$ cat config.mk
export PLATFORM = sky130hd
export DESIGN_NAME = mem_access_ctrl
export DESIGN_NICKNAME = d
export VERILOG_FILES = /design/src/rtl/mem_access_ctrl.sv
export SDC_FILE = /design/constraint.sdc
export NUM_CORES = 1
export LEC_CHECK = 0
export CAP_MARGIN = 10
export CORE_MARGIN = 2
export CORE_UTILIZATION = 43
export CTS_CLUSTER_SIZE = 16
export DETAILED_ROUTE_END_ITERATION = 7
export GPL_TIMING_DRIVEN = 0
export HOLD_SLACK_MARGIN = 0.03
export PLACE_DENSITY = 0.85
export SLEW_MARGIN = 10
export SYNTH_ARGS = -nofsm -noshare
export SYNTH_HDL_FRONTEND = slang
export SYNTH_SLANG_ARGS = --single-unit
$ cat constraint.sdc
create_clock -name clk -period 3.9 [get_ports clk]
set_input_delay 0.78 -clock clk [delete_from_list [all_inputs] [get_ports clk]]
set_output_delay 0.78 -clock clk [all_outputs]
set_load 0.005 [all_outputs]
$ cat src/rtl/mem_access_ctrl.sv
// Request sequencer in front of unified main memory; SUBWORD_EN adds byte-enable read-modify-write.
// Latency accept->rsp_valid: fetch/load 2, store 4 (5 with RMW), error 1.
// Backpressure: req_ready only in IDLE, so one request is outstanding at a time.
module mem_access_ctrl #(
  parameter int N         = 32,
  parameter int INST_NUM  = 50,
  parameter int DATA_BASE = 50,
  parameter int DEPTH     = 89
) (
  input  logic         clk,
  input  logic         rst,
  input  logic         req_valid,
  output logic         req_ready,
  input  logic [1:0]   req_type,
  input  logic [N-1:0] req_adr,
  input  logic [N-1:0] req_wdata,
  input  logic [3:0]   req_be,
  output logic         rsp_valid,
  output logic [N-1:0] rsp_rdata,
  output logic         rsp_err,
  output logic [N-1:0] mem_adr,
  output logic [N-1:0] mem_wdata,
  input  logic [N-1:0] mem_rdata,
  output logic         mem_write,
  output logic         for_data_mem
);

  typedef enum logic [2:0] {IDLE, RD, WSET, WMRG, WPUL, WHLD, DONE, ERR} state_t;

  localparam logic [1:0] T_FETCH = 2'b00;
  localparam logic [1:0] T_LOAD  = 2'b01;
  localparam logic [1:0] T_STORE = 2'b10;

  state_t       state, next_state;
  logic [N-1:0] word_idx;
  logic         req_err;
  logic         accept;

  assign word_idx = {2'b00, req_adr[N-1:2]};
  assign accept   = req_valid && (state == IDLE);

  always_comb begin
    req_err = 1'b0;
    if (req_adr[1:0] != 2'b00) req_err = 1'b1;
    case (req_type)
      T_FETCH: if (word_idx >= N'(INST_NUM)) req_err = 1'b1;
      T_LOAD, T_STORE:
        if ((word_idx < N'(DATA_BASE)) || (word_idx >= N'(DEPTH))) req_err = 1'b1;
      default: req_err = 1'b1;
    endcase
  end

`ifdef SUBWORD_EN
  logic [3:0]   be_q;
  logic [N-1:0] wdata_q;
  logic [N-1:0] merged;

  always_ff @(posedge clk or negedge rst) begin
    if (!rst) begin
      be_q    <= 4'h0;
      wdata_q <= '0;
    end else if (accept) begin
      be_q    <= req_be;
      wdata_q <= req_wdata;
    end
  end

  // Enabled bytes come from the store data, the rest from the word read during WSET.
  always_comb begin
    merged = mem_rdata;
    for (int i = 0; i < 4; i++)
      if (be_q[i]) merged[8*i +: 8] = wdata_q[8*i +: 8];
  end
`else
  logic unused_be;
  assign unused_be = ^req_be;
`endif

  always_ff @(posedge clk or negedge rst) begin
    if (!rst) state <= IDLE;
    else      state <= next_state;
  end

  always_comb begin
    next_state = state;
    case (state)
      IDLE: begin
        if (req_valid) begin
          if (req_err)                  next_state = ERR;
          else if (req_type == T_STORE) next_state = WSET;
          else                          next_state = RD;
        end
      end
      RD:   next_state = DONE;
`ifdef SUBWORD_EN
      WSET: begin
        if (be_q == 4'h0)      next_state = DONE;
        else if (be_q != 4'hF) next_state = WMRG;
        else                   next_state = WPUL;
      end
`else
      WSET: next_state = WPUL;
`endif
      WMRG: next_state = WPUL;
      WPUL: next_state = WHLD;
      WHLD: next_state = DONE;
      DONE: next_state = IDLE;
      ERR:  next_state = IDLE;
      default: next_state = IDLE;
    endcase
  end

  // Outputs are registered from next_state so they line up with the state they describe.
  always_ff @(posedge clk or negedge rst) begin
    if (!rst) begin
      req_ready    <= 1'b1;
      rsp_valid    <= 1'b0;
      rsp_err      <= 1'b0;
      rsp_rdata    <= '0;
      mem_write    <= 1'b0;
      mem_adr      <= '0;
      mem_wdata    <= '0;
      for_data_mem <= 1'b0;
    end else begin
      req_ready <= (next_state == IDLE);
      rsp_valid <= (next_state == DONE) || (next_state == ERR);
      rsp_err   <= (next_state == ERR);
      mem_write <= (next_state == WPUL);
      if (accept && !req_err) begin
        for_data_mem <= (req_type != T_FETCH);
        mem_adr      <= (req_type == T_FETCH) ? req_adr : word_idx;
        if (req_type == T_STORE) mem_wdata <= req_wdata;
      end
      if (state == RD) rsp_rdata <= mem_rdata;
`ifdef SUBWORD_EN
      if ((state == WSET) && (be_q != 4'hF)) mem_wdata <= merged;
`endif
    end
  end

endmodule

==> summary.txt <==
Run status
  – Outcome: completed

Critical path
  – FF-to-FF setup slack: 1.62 ns
  – Crit path cell chain: clkdlybuf4s50_1 > inv_1 > ha_1 > nor2b_1 > a31oi_1 > a2111oi_4 > buf_6 > mux2_2
  – FF-to-FF End: mem_wdata[14]
  – WP data arrival: roughly 3.3 ns
  – Critical path startpoint: req_type[1]
  – Crit Path Class: in -> reg
  – Critical path's slowest cell: a2111oi_4
  – Max incr delay on CP: 0.66 ns
  – Worst-path fanout max: 10
  – Reg2Reg Depth: 5
  – Data required, critical path: 4.13 ns
  – CP endpoint kind: flop
  – Crit path capture: mem_wdata[14]
  – Startpoint types: input pin
  – Reg2reg start: state[1]

Global route
  – First-pass GRT wire length: 15.5 mm
  – Met2 Usage GRT: 32.9%
  – Met1 usage: 24.0%
  – Met3 Resource Use GR: 6.00%
  – Grt total ovfl: 0
  – GRT Util Overall: 19.5%
  – GRT busiest layer: met2
  – Largest net degree at the start of global routing: 56
  – Antenna violations before repair: 0
  – Vias in the first global route: 3155

Clocking
  – Setup Buffers After CTS: 0
  – Worst skew pair latency: 0.36 ns
  – Clock transition at path regs: 0.10 ns
  – Post-CTS Hold Buffers: 0
  – # resized after CTS: 0
  – CTS Buffer Depth: 2
  – Max H-tree Level: 3
  – Root Driver: clkbuf_8
  – Clock sink total: 104
  – Num CTS Buffers: 9
  – CTS tree: built

Floorplanning
  – Number of top-level pins: 206
  – Core area: a little over 9000 um^2
  – Die Wd: about 100 um
  – Starting Density: between 40% and 50%
  – Core Rows: 35
  – DIE AREA: 10300 um^2
  – DIE HEIGHT: 101 um

Power
  – Max VDD drop: 0.000399 V
  – Leak: between 2 and 3 nW
  – Combinational share of power: 28.8%
  – P per Cell Area: about 450 nW/um^2
  – Net Sw Frac: roughly 25%
  – Seq pwr share: 47.6%
  – Switching pwr: 0.738 mW
  – Internal: ~2.2 mW
  – Clock power share: 23.6%

Synth
  – Post-synthesis average cell area: between 15 and 20 um^2
  – Flops & latches, synth: 104
  – Unique masters post-synth: 30
  – Ys async rst share: 100%
  – Net Count, Synth: 373
  – Primary FF master, synth: dfrtp_1
  – Sequential area share after synthesis: 64.0%
  – Post-synth EDFFs: 0
  – Post-synthesis cell count: 265
  – Mapped Area: 4070 um^2
  – YS warnings: 0

Timing
  – Max Freq: 323 MHz
  – Pins Over Slew Limit: 0
  – Setup Skew: roughly 0.014 ns
  – Fin crit share: 79.3%
  – Final Hold Fails: 0
  – Final Setup Violations: 0
  – Worst slew pin tran: around 0.64 ns
  – RSZ-0062 raised after global routing: no
  – Post-route minimum period: between 3 and 4 ns
  – Rel. slew slack: 57.1%
  – Final setup margin: 0.809 ns

Cells and area
  – Most frequent cells in the layout: 200 x clkdlybuf4s50_1, 103 x dfrtp_1, 81 x mux2_2
  – Most common cell after layout, fill and taps aside: clkdlybuf4s50_1
  – Share of layout cells above drive strength 1: 22.2%
  – Design area: 6450 um^2
  – Nets: 586
  – Antenna cells: 0
  – Post-Layout Cell Count: 594
  – Layout area overhead: 58.5%

Route
  – Pre-antenna DRT Iters: 5
  – Via density per instance: 4.91
  – Final wirelength: 9.72 mm
  – DRT iter0 DRCs: 75
  – Vias: 2919
  – Drt drc: 0
  – WL/cell: 16.4 um
  – Post-route ant nets: 0

Placement
  – # placed instances: approximately 580
  – Final GP Congestion: 0.756
  – Pre-CTS setup slack: 0.435 ns
  – DPL Wire Length: roughly 7.6 mm
  – Placed Area: 6250 um^2
  – Buffers on Ports: ~200

Run
  – Max-cap violations: 0

Worst hold path
  – Worst Hold Class: in -> async
-- critical path, delay by kind of cell --
family | cells | cell delay [ns]
buffers and inverters | 3 | 0.81
multiplexers | 1 | 0.35
AO/OA/AOI/OAI | 2 | 0.88
adder cells (fa/ha/maj) | 1 | 0.33
AND/OR/NAND/NOR | 1 | 0.16
-- final cells by class --
type	instances	area [um^2]
fill	683	2750
sequential	104	2600
timing repair buffer	202	2040
multi-input combinational	145	1370
tap	111	139
clock buffer	10	138
buffer	10	71.3
clock inverter	6	67.6
inverter	6	22.5
-- synth_stat cells, types with 2 or more instances --
cell type / n / share of area, %
dfrtp_1: 103 / 63
mux2_2: 81 / 22
nor2b_1: 25 / 3.8
inv_1: 6 / 0.55
nor4_1: 6 / 0.92
nor2_1: 5 / 0.46
buf_6: 4 / 1.1
clkbuf_1: 4 / 0.37
ha_1: 3 / 0.92
nand2_1: 3 / 0.28
a2111oi_4: 2 / 1.4
a31oi_1: 2 / 0.31
mux2i_1: 2 / 0.49
nand3_1: 2 / 0.25
nor3_1: 2 / 0.25
-- through the flow --
stage | util, % | power, mW | setup TNS [ns] | hold slack (ns)
detailed placement | 67.9 | 2.26 | 0 | 0.485
finish | 70.1 | 2.91 | 0 | 0.437
floorplan | - | 1.69 | 0 | 0.483
global route | 70.1 | 3.08 | 0 | 0.474
global placement | 67.6 | 2.22 | -176.58 | 0.467
CTS | 70.1 | 2.95 | 0 | 0.452
-- cells by family after synthesis --
family                   count (synthesis)  share of synthesized area [%]
buffers and inverters                   16                           2.31
flip-flops                             104                           64.0
multiplexers                            84                           23.2
adder cells (fa/ha/maj)                  3                          0.922
AND/OR/NAND/NOR                         46                           6.52
AO/OA/AOI/OAI                           12                           3.11
-- state kept, by name (all words and copies together) (netlist names) --
signal,cells
state,3
mem_write,1
req_ready,1
rsp_rdata,32
for_data_mem,1
mem_adr,32
mem_wdata,32
rsp_err,1
rsp_valid,1
-- worst min path at each step --
stage                     cells after the start      endpoint  slack (ns)
after global routing                          1   mem_adr[28]        0.47
final                                         1   mem_adr[27]        0.44
after global placement                        1  mem_wdata[5]        0.47
after detailed placement                      1  mem_wdata[5]        0.48
after floorplan                               0  for_data_mem        0.48
after CTS                                     1   mem_adr[23]        0.45
-- power by group through the flow --
stage                     Clock [mW]  Sequential, mW  Combinational (mW)
final                          0.687            1.39               0.839
after global routing           0.757            1.41               0.913
after CTS                      0.705            1.39               0.852
after detailed placement           0            1.41               0.848
after global placement             0            1.39               0.827
after floorplan                    0            1.41               0.281
-- per-layer routing --
metal / part of all wire, % / wire length, um
met1: 39 / 3840
met2: 51 / 4940
met3: 8.3 / 806
met4: 1.4 / 133
met5: 0 / 0
No activity file was read; power rests on OpenSTA's default activity.
